==> src/rtl/rgb_mixer_n.sv <==
// rgb_mixer_n: N-channel quadrature encoder to PWM mixer.
// Each channel debounces one encoder, counts detents into a level, drives a PWM.
//
// Ports:
//   clk12MHz  - system clock, all flops on posedge
//   reset     - asynchronous active-high reset, clears all state
//   enc_a     - encoder A phase per channel (asynchronous)
//   enc_b     - encoder B phase per channel (asynchronous)
//   pwm_out   - registered PWM output per channel
//   level_out - flattened level bus, channel i at [i*WIDTH +: WIDTH]
module rgb_mixer_n #(
    parameter int CHANNELS = 3,
    parameter int WIDTH    = 8,
    parameter int DIV_BITS = 8,
    parameter int HIST_LEN = 8,
    parameter int SATURATE = 1
) (
    input  logic                      clk12MHz,
    input  logic                      reset,
    input  logic [CHANNELS-1:0]       enc_a,
    input  logic [CHANNELS-1:0]       enc_b,
    output logic [CHANNELS-1:0]       pwm_out,
    output logic [CHANNELS*WIDTH-1:0] level_out
);

    localparam bit LP_WRAP = (SATURATE == 0);

    logic [DIV_BITS-1:0] r_div;
    logic                w_tick;

    // Free-running prescaler; tick is the single all-ones cycle.
    always_ff @(posedge clk12MHz or posedge reset) begin
        if (reset) begin
            r_div <= '0;
        end else begin
            r_div <= r_div + 1'b1;
        end
    end

    assign w_tick = &r_div;

    logic [CHANNELS-1:0] r_a_meta;
    logic [CHANNELS-1:0] r_a_sync;
    logic [CHANNELS-1:0] r_b_meta;
    logic [CHANNELS-1:0] r_b_sync;

    always_ff @(posedge clk12MHz or posedge reset) begin
        if (reset) begin
            r_a_meta <= '0;
            r_a_sync <= '0;
            r_b_meta <= '0;
            r_b_sync <= '0;
        end else begin
            r_a_meta <= enc_a;
            r_a_sync <= r_a_meta;
            r_b_meta <= enc_b;
            r_b_sync <= r_b_meta;
        end
    end

    logic [WIDTH-1:0] r_cnt;
    logic [WIDTH-1:0] w_cnt_nxt;
    logic             w_wrap;

    assign w_cnt_nxt = r_cnt + 1'b1;
    // Period start: the tick on which the counter rolls over to zero.
    assign w_wrap    = w_tick && (r_cnt == {WIDTH{1'b1}});

    always_ff @(posedge clk12MHz or posedge reset) begin
        if (reset) begin
            r_cnt <= '0;
        end else if (w_tick) begin
            r_cnt <= w_cnt_nxt;
        end
    end

    for (genvar i = 0; i < CHANNELS; i++) begin : g_ch
        logic [HIST_LEN-1:0] r_a_hist;
        logic [HIST_LEN-1:0] r_b_hist;
        logic [HIST_LEN-1:0] w_a_hist;
        logic [HIST_LEN-1:0] w_b_hist;
        logic                r_a_db;
        logic                r_b_db;
        logic                r_a_prev;
        logic                w_rise;
        logic                w_up_ok;
        logic                w_dn_ok;
        logic [WIDTH-1:0]    r_level;
        logic [WIDTH-1:0]    r_duty;
        logic [WIDTH-1:0]    w_duty_nxt;
        logic                r_pwm;

        assign w_a_hist = {r_a_hist[HIST_LEN-2:0], r_a_sync[i]};
        assign w_b_hist = {r_b_hist[HIST_LEN-2:0], r_b_sync[i]};

        // Debounced bits follow the history only once it is unanimous.
        always_ff @(posedge clk12MHz or posedge reset) begin
            if (reset) begin
                r_a_hist <= '0;
                r_b_hist <= '0;
                r_a_db   <= 1'b0;
                r_b_db   <= 1'b0;
            end else if (w_tick) begin
                r_a_hist <= w_a_hist;
                r_b_hist <= w_b_hist;
                if (&w_a_hist) begin
                    r_a_db <= 1'b1;
                end else if (~|w_a_hist) begin
                    r_a_db <= 1'b0;
                end
                if (&w_b_hist) begin
                    r_b_db <= 1'b1;
                end else if (~|w_b_hist) begin
                    r_b_db <= 1'b0;
                end
            end
        end

        assign w_rise  = r_a_db && !r_a_prev;
        assign w_up_ok = LP_WRAP || (r_level != {WIDTH{1'b1}});
        assign w_dn_ok = LP_WRAP || (r_level != {WIDTH{1'b0}});

        // x1 decode: B low on the A rise counts up, B high counts down.
        always_ff @(posedge clk12MHz or posedge reset) begin
            if (reset) begin
                r_a_prev <= 1'b0;
                r_level  <= '0;
            end else if (w_tick) begin
                r_a_prev <= r_a_db;
                if (w_rise) begin
                    if (!r_b_db) begin
                        if (w_up_ok) begin
                            r_level <= r_level + 1'b1;
                        end
                    end else begin
                        if (w_dn_ok) begin
                            r_level <= r_level - 1'b1;
                        end
                    end
                end
            end
        end

        // Duty is only sampled at period start so a period never glitches.
        assign w_duty_nxt = w_wrap ? r_level : r_duty;

        always_ff @(posedge clk12MHz or posedge reset) begin
            if (reset) begin
                r_duty <= '0;
                r_pwm  <= 1'b0;
            end else if (w_tick) begin
                r_duty <= w_duty_nxt;
                r_pwm  <= (w_cnt_nxt < w_duty_nxt);
            end
        end

        assign level_out[i*WIDTH +: WIDTH] = r_level;
        assign pwm_out[i]                  = r_pwm;
    end

endmodule

==> config.mk <==
export PLATFORM = sky130hd
export DESIGN_NAME = rgb_mixer_n
export DESIGN_NICKNAME = d
export VERILOG_FILES = /design/src/rtl/rgb_mixer_n.sv
export SDC_FILE = /design/constraint.sdc
export NUM_CORES = 1
export LEC_CHECK = 0
export CAP_MARGIN = 15
export CORE_UTILIZATION = 55
export DETAILED_ROUTE_END_ITERATION = 8
export PLACE_DENSITY_LB_ADDON = 0.05
export SLEW_MARGIN = 20
export SYNTH_ARGS = -nofsm -noshare
export SYNTH_HDL_FRONTEND = slang
export SYNTH_SLANG_ARGS = --single-unit
==> constraint.sdc <==
create_clock -name clk12MHz -period 4.7 [get_ports clk12MHz]
set_input_delay 0.705 -clock clk12MHz [delete_from_list [all_inputs] [get_ports clk12MHz]]
set_output_delay 0.705 -clock clk12MHz [all_outputs]
set_load 0.01 [all_outputs]
==> metrics, run 1 <==
vias in the first global route 4837; worst reg-to-reg setup slack between 1 and 1.5 ns; Most used DFF post-synth dfrtp_1; hold depth 0; Design Area, Final 7730 um2; hold_sp r_a_meta[1]; Rel. slew slack between 40% and 50%; clock root buffer clkbuf_16; Via density 5.57; Finish-stage setup viols 0; Post-synth EDFFs 0; maximum vdd drop 284 uV; Routed WL per cell roughly 15 um; post-CTS setup repair buffer count 0; asr flop ratio synth 100%; hold slack about 0.35 ns; P_sw 0.000509 W; IO Count 35; ratio of cells with drive above 1 in the final layout 7.51%; # diodes 0; vias 4878; total negative slack 0 ns; largest net degree at the start of global routing 76; Setup CP Type reg -> reg; Synth warnings 0; r2r startpoint r_cnt[0]; all-layer global routing usage around 23%; #FFs+latches synth 130; Die X 112 um; post-synthesis sequential area ratio 48.9%; fill count 924; antenna violations before repair 0; # hold bufs at CTS 0; ANT nets after route 0; placed inst area 7100 um2; placed instance count 844; global-route wire length before repair roughly 23000 um; syn_nets 737; Hold Violations, Final 0; part of the power in registers 43.7%; grt ovf 0; Static Leak between 3 and 4 nW; worst skew pair latency 0.41 ns; DR iter-0 viols 267; Worst Reg-to-Reg Cells 12; Syn Std Cell Area 6650 um2; # H-tree levels 4; # port buffers 34; crit path from r_cnt[0]; actual slew at the worst max-slew pin 0.889 ns; Crit. End Element flop; total clock sinks 130; Rows 39; violated checks design-rule violations; half-perimeter wire length after placement 8800 um; Finished Layout Cells 875; reg2reg end g_ch[2].r_pwm; Avg Inst Size Synth approximately 9.7 um2; GPL Wtd Cong around 0.81; Worst Path Arrival roughly 4 ns; Critical Path Start Type flop; clock buffer count from CTS 17; Clock Power Share 55.2%; worst-path fanout max 36; post-layout min period 3.65 ns; final net count 772; Initial Util a little under three fifths; Power Density 334 nW/um2; synth unique cells 49; Required @ worst endpoint 5.04 ns; Die H 112 um; Sw Ratio roughly 20%; drt first pass iters 6; die area about 13000 um2; core area between 10000 and 15000 um2; max-cap viol count 0; Max Slew Vio Count 0; Multi-input gate area 3160 um2; Routed WL 13000 um; register area 3250 um2; area grow syn2layout 16.3%; RSZ-0062 raised after global routing false; Min-Delay Path Class reg -> reg; CTS tree done; outcome complete, but fails checks; Combinational Power Share 1.1%; hold endpoint r_a_sync[1]; CTS resizes 0; Final period util 77.7%; Int Pwr 0.00207 W; fmax 274 MHz; clk buf depth 2; number of remaining DRC errors 6; Worst-path clk slew 0.06 ns; synthesized instance count 685; clk_skew 0.00631 ns
[cells in the mapped netlist, drive strengths merged (4+ instances only)]
library cell | instances | area [um2]
clkbuf | 12 | 45.0
a21oi | 27 | 135
nand2b | 4 | 25.0
mux2 | 17 | 218
a211oi | 4 | 30.0
xor2 | 15 | 131
o21a | 10 | 75.1
nor4 | 13 | 81.3
nor3 | 16 | 80.1
nor2b | 7 | 43.8
nand2 | 169 | 634
inv | 32 | 120
buf | 11 | 70.1
nor2 | 32 | 120
ha | 41 | 513
nand4 | 17 | 121
and2 | 4 | 25.0
a21o | 15 | 113
nand3 | 21 | 105
mux2i | 8 | 80.1
xnor2 | 18 | 158
o31ai | 5 | 37.5
o21ai | 23 | 115
dfrtp | 130 | 3250
[flip-flops by register name, indices dropped and copies added, names as in the netlist]
name           count
g_ch.r_a_db        3
g_ch.r_a_hist     21
g_ch.r_a_prev      3
g_ch.r_b_db        3
g_ch.r_b_hist     21
g_ch.r_duty       24
g_ch.r_level      24
g_ch.r_pwm         3
r_a_meta           3
r_a_sync           3
r_b_meta           3
r_b_sync           3
r_cnt              8
r_div              8
[layer usage]
layer  up-vias  track usage [%]  wire (um)
met4         0             7.47        140
li1       2436                -          -
met2        87             37.5       6190
met3        14             5.93        400
met5         -                0          0
met1      2341             30.2       6240
[power by group through the flow]
stage          Sequential, W  Clock [W]  Combinational (W)
2_1_floorplan        0.00115          0          0.0000179
3_3_place_gp         0.00115          0          0.0000315
3_5_place_dp         0.00115          0          0.0000317
4_1_cts              0.00113    0.00145          0.0000318
5_1_grt              0.00113    0.00150          0.0000354
6_report             0.00113    0.00143          0.0000296
[final cells by class]
cell class	instances	share of cell area [%]
Clock inverter	12	2.67
Multi-Input combinational cell	500	40.9
Timing Repair Buffer	39	4.89
Tap cell	143	2.31
Sequential cell	130	42.1
Clock buffer	19	5.60
Inverter	32	1.59
[worst max-delay path, stage by stage, from the launching register on]
cell	delay (ns)
dfrtp_1	0.51
ha_1	0.26
nand3_1	0.15
nor2_1	0.33
nand4_4	0.57
mux2_4	0.51
inv_1	0.06
ha_1	0.23
a21o_1	0.16
a21oi_1	0.14
nor2_1	0.05
a2111oi_0	0.40
a2bb2oi_1	0.18
[stage by stage]
stage / setup slack, ns / util, % / power (W)
final: 1.05 / 66.6 / 0.00258
after global routing: 0.762 / 66.6 / 0.00266
after CTS: 1.05 / 66.6 / 0.00261
after detailed placement: 1.09 / 61.1 / 0.00118
after global placement: 1.21 / 61.1 / 0.00118
after floorplan: 0.526 / - / 0.00116
[how the worst max path moves through the flow]
stage                           to  slack, ns  depth (start not counted)
floorplan           g_ch[0].r_a_db       0.53                          1
global placement     g_ch[0].r_pwm       1.21                         12
detailed placement   g_ch[2].r_pwm       1.09                         11
CTS                  g_ch[2].r_pwm       1.05                         11
global route         g_ch[2].r_pwm       0.76                         12
finish               g_ch[2].r_pwm       1.05                         12
[cell usage in the layout (no fill, tap or decap), drive strengths merged, types with 7 or more instances in the layout]
cell           netlist  layout
xnor2               18      18
nor2                32      32
o21a                10      10
dfrtp              130     130
nor3                16      16
clkdlybuf4s50        0      34
ha                  41      41
nor4                13      13
xor2                15      15
nor2b                7       7
inv                 32      34
mux2                17      17
mux2i                8       8
clkbuf              12      19
nand4               17      17
o21ai               23      23
nand2              169     169
a21oi               27      27
nand3               21      21
a21o                15      15
[logic make-up (layout without fill, tap and decap cells)]
logic type      after synthesis  in the layout  share of synthesized area (%)
xor+xnor                     33             33                           4.35
buf+inv                      55            102                           3.54
compound gates              104            104                           10.2
mux                          25             25                           4.48
fa+ha+maj                    44             44                           8.62
flops                       130            130                           48.9
simple gates                294            294                           19.9
(Power assumes the default switching activity.)
==> run 2, diff against run 1 <==
clock period = 3.55 ns   (was 4.7 ns; I/O delays follow)
==> metrics, run 2 (synthesis results as in run 1) <==
Worst Path Arrival ~3.6 ns; actual slew at the worst max-slew pin 0.631 ns; drt first pass iters 8; # hold bufs at CTS 0; crit path from r_div[0]; fill count 934; largest net degree at the start of global routing 56; CTS tree done; Die H 112 um; post-layout power 0.00320 W; number of remaining DRC errors 4; antenna violations before repair 0; post-layout min period 3.27 ns; worst-path fanout max 13; Die X around 110 um; placed instance count about 850; ANT nets after route 0; global-route wire length before repair 22800 um; IO Count 35; half-perimeter wire length after placement 9020 um; hold_sp r_b_meta[0]; Min-Delay Path Class reg -> reg; clock buffer count from CTS 17; max-cap viol count 0; fin util 66.7%; GPL Wtd Cong around 0.84; Required @ worst endpoint 3.89 ns; clk buf depth 2; Initial Util 57.3%; # H-tree levels 4; total clock sinks 130; all-layer global routing usage 23.2%; Worst Reg-to-Reg Cells 12; Critical Path Start Type flop; # diodes 0; worst skew pair latency 0.42 ns; outcome complete, but fails checks; hold depth 0; register area 3250 um2; vias in the first global route 4828; ratio of cells with drive above 1 in the final layout 8.67%; die area 12500 um2; RSZ-0062 raised after global routing false; clock root buffer clkbuf_16; fmax 305 MHz; Crit. End Element flop; Power Density between 400 and 500 nW/um2; r2r startpoint r_div[0]; most common cell after layout, fill and taps aside nand2_1; Hold Violations, Final 0; Max Slew Vio Count 0; final net count a little under 800; Finish-stage setup viols 0; core area about 12000 um2; most frequent cells in the layout 169 x nand2_1, 130 x dfrtp_1, 41 x ha_1, 34 x clkdlybuf4s50_1; Routed WL per cell 15.0 um; Regs by FF count g_ch.r_duty (24), g_ch.r_level (24); area grow syn2layout 16.5%; Setup CP Type reg -> reg; grt ovf 0; # port buffers 34; Finished Layout Cells 881; Via density 5.56; Multi-input gate area 3180 um2; Static Leak 3.87 nW; DR iter-0 viols 297; Worst-path clk slew 0.06 ns; total negative slack 0 ns; vias 4895; Final period util 92.2%; clk_skew 0.0118 ns; Rel. slew slack 57.6%; violated checks design-rule violations; Rows 39; post-CTS setup repair buffer count 0; maximum vdd drop 408 uV; Routed WL 13200 um
==> run 2: repair_timing <==
action                     4_1_cts  5_1_grt
hold endpoints to repair         0        0
setup endpoints to repair        0        1
resized for setup                0        1
==> run 2: metrics by stage <==
step	setup slack (ns)	hold WS [ns]	area, um2
global placement	0.353	0.332	7150
global route	0.0695	0.353	7750
detailed placement	0.140	0.336	7150
finish	0.275	0.347	7750
CTS	0.123	0.349	7730
floorplan	0.596	0.331	6650
==> run 2: power breakdown <==
part	internal, W	switching (W)	total, W
Clock	0.00101	0.000661	0.00167
Combinational	0.0000136	0.0000305	0.0000441
Sequential	0.00149	0.00000346	0.00149
Total	0.00251	0.000695	0.00320
==> run 2: worst max-delay path: stages (launching register included) <==
cell and delay (ns):
dfrtp_1 0.39, ha_1 0.22, and4_1 0.26, and2b_1 0.26, nand4_4 0.32, buf_4 0.28
mux2_4 0.30, inv_1 0.06, ha_1 0.23, a21oi_1 0.16, nor2_1 0.05, a2111oi_0 0.42
a2bb2oi_1 0.20
==> run 2: cell type report <==
| class | count | area share (%) |
|---|---|---|
| flip-flops and latches | 130 | 42.0 |
| well taps | 143 | 2.31 |
| inverters | 32 | 1.60 |
| clock inverters | 13 | 1.63 |
| repair buffers | 43 | 5.59 |
| multi-input cells | 501 | 41.0 |
| clock buffers | 19 | 5.85 |
==> run 2: routing by layer <==
metal  vias to the layer above  wire [um]  global-route usage [%]
li1                       2447          -                       -
met4                         0        161                    8.71
met2                        86       6310                    38.0
met1                      2347       6260                    29.8
met5                         -          0                       0
met3                        15        472                    6.04
==> run 2: final timing paths <==
kind	end	slack (ns)
hold reg to reg	r_b_sync[0]	0.35
hold / removal	r_b_sync[0]	0.35
max in group asynchronous	g_ch[2].r_level[4]	2.43
setup reg to reg	g_ch[0].r_pwm	0.28
setup / recovery	g_ch[0].r_pwm	0.28
min in group asynchronous	r_a_meta[0]	0.48
==> run 3, diff against run 2 <==
CORE_MARGIN = 2   (was default)
==> metrics, run 3 (synthesis results as in run 1) <==
area grow syn2layout 17.1%; Regs by FF count g_ch.r_duty (24), g_ch.r_level (24); actual slew at the worst max-slew pin 0.645 ns; Routed WL 13400 um; core area 11900 um2; DR iter-0 viols 245; hold endpoint r_b_sync[0]; # hold bufs at CTS 0; most common cell after layout, fill and taps aside nand2_1; post-layout power ~0.0033 W; Rows 40; hold depth 0; GPL Wtd Cong 0.825; max-cap viol count 0; Worst-path clk slew 0.05 ns; half-perimeter wire length after placement 8610 um; all-layer global routing usage 22.4%; # port buffers 34; fmax 305 MHz; die area ~13000 um2; outcome completed; Routed WL per cell 15.2 um; total clock sinks 130; Die X 114 um; Crit. End Element flop; number of remaining DRC errors 0; CTS tree done; Setup CP Type reg -> reg; Static Leak between 3 and 4 nW; Worst Path Arrival 3.62 ns; r2r startpoint r_div[0]; most frequent cells in the layout 169 x nand2_1, 130 x dfrtp_1, 41 x ha_1, 34 x clkdlybuf4s50_1; Setup WS post-layout 0.271 ns; IO Count 35; clock buffer count from CTS 17; Finished Layout Cells approximately 900; # diodes 0; Hold Violations, Final 0; maximum vdd drop 349 uV; placed instance count 852; Power Density 429 nW/um2; Required @ worst endpoint 3.89 ns; clk buf depth 2; total negative slack 0 ns; vias 4929; largest net degree at the start of global routing 81; Initial Util 55.8%; Final period util 92.4%; Die H 114 um; post-CTS setup repair buffer count 0; Placement Setup Slack approximately 0.21 ns; Worst Reg-to-Reg Cells 12; drt first pass iters 5; Via density around 5.6; Finish-stage setup viols 0; Min-Delay Path Class reg -> reg; hold_sp r_b_meta[0]; Max Slew Vio Count 0; antenna violations before repair 0; final net count between 700 and 800; grt ovf 0; clock root buffer clkbuf_16; # H-tree levels 4; worst reg-to-reg setup slack 0.27 ns; ratio of cells with drive above 1 in the final layout 8.40%; worst skew pair latency 0.43 ns; Rel. slew slack a little under three fifths; global-route wire length before repair 22700 um; vias in the first global route 4783; reg2reg end g_ch[0].r_pwm; worst-path fanout max 12; fin util 65.4%; post-layout min period 3.28 ns; clk_skew 0.0104 ns; RSZ-0062 raised after global routing false; ANT nets after route 0; Critical Path Start Type flop
==> run 3: where the power goes <==
group          total [W]  switching [W]  leakage (nW)  internal (W)
sequential       0.00149     0.00000351          1.77       0.00149
clock            0.00181       0.000633         0.291       0.00117
combinational  0.0000428      0.0000299          1.82     0.0000129
total            0.00334       0.000666          3.89       0.00268
==> run 3: routing by layer <==
| layer | wire [um] | track usage, % | up-vias |
|---|---|---|---|
| met5 | 0 | 0 | - |
| met4 | 227 | 8.86 | 0 |
| met3 | 522 | 6.22 | 23 |
| met2 | 6490 | 36.5 | 93 |
| met1 | 6190 | 28.7 | 2362 |
| li1 | - | - | 2451 |
==> run 3: final cells by class <==
class / count / area [um2]
Clock inverter: 8 / 126
Fill cell: 990 / 4120
Clock buffer: 23 / 488
Timing Repair Buffer: 44 / 435
Inverter: 32 / 124
Sequential cell: 130 / 3250
Tap cell: 147 / 184
Multi-Input combinational cell: 501 / 3180
==> run 3: critical path, stage by stage, from the launching register on <==
cell and delay (ns):
dfrtp_1 0.39, ha_1 0.22, and4_1 0.26, and2b_1 0.28, nand4_4 0.33, buf_4 0.29, mux2_4 0.30, inv_1 0.08
ha_1 0.25, nand4_1 0.13, nor2_1 0.06, a2111oi_0 0.39, a2bb2oi_1 0.19
==> run 3: stage by stage <==
step	hold slack (ns)	instance area (um2)
4_1_cts	0.348	7750
6_report	0.346	7790
5_1_grt	0.355	7790
2_1_floorplan	0.331	6650
3_3_place_gp	0.332	7130
3_5_place_dp	0.335	7130
==> run 3: what timing repair did <==
item	in CTS	in global routing
gates resized for setup	0	1
endpoints found under the setup margin	0	2
endpoints found under the hold margin	0	0
==> run 3: how the worst max path moves through the flow <==
stage	from	to	slack, ns	depth (start not counted)
6_report	r_div[0]	g_ch[0].r_pwm	0.27	12
5_1_grt	r_div[0]	g_ch[1].r_pwm	0.05	13
4_1_cts	r_cnt[1]	g_ch[0].r_pwm	0.19	12
3_5_place_dp	r_cnt[1]	g_ch[0].r_pwm	0.21	12
3_3_place_gp	r_cnt[1]	g_ch[0].r_pwm	0.35	12
2_1_floorplan	r_div[0]	g_ch[2].r_pwm	0.60	13
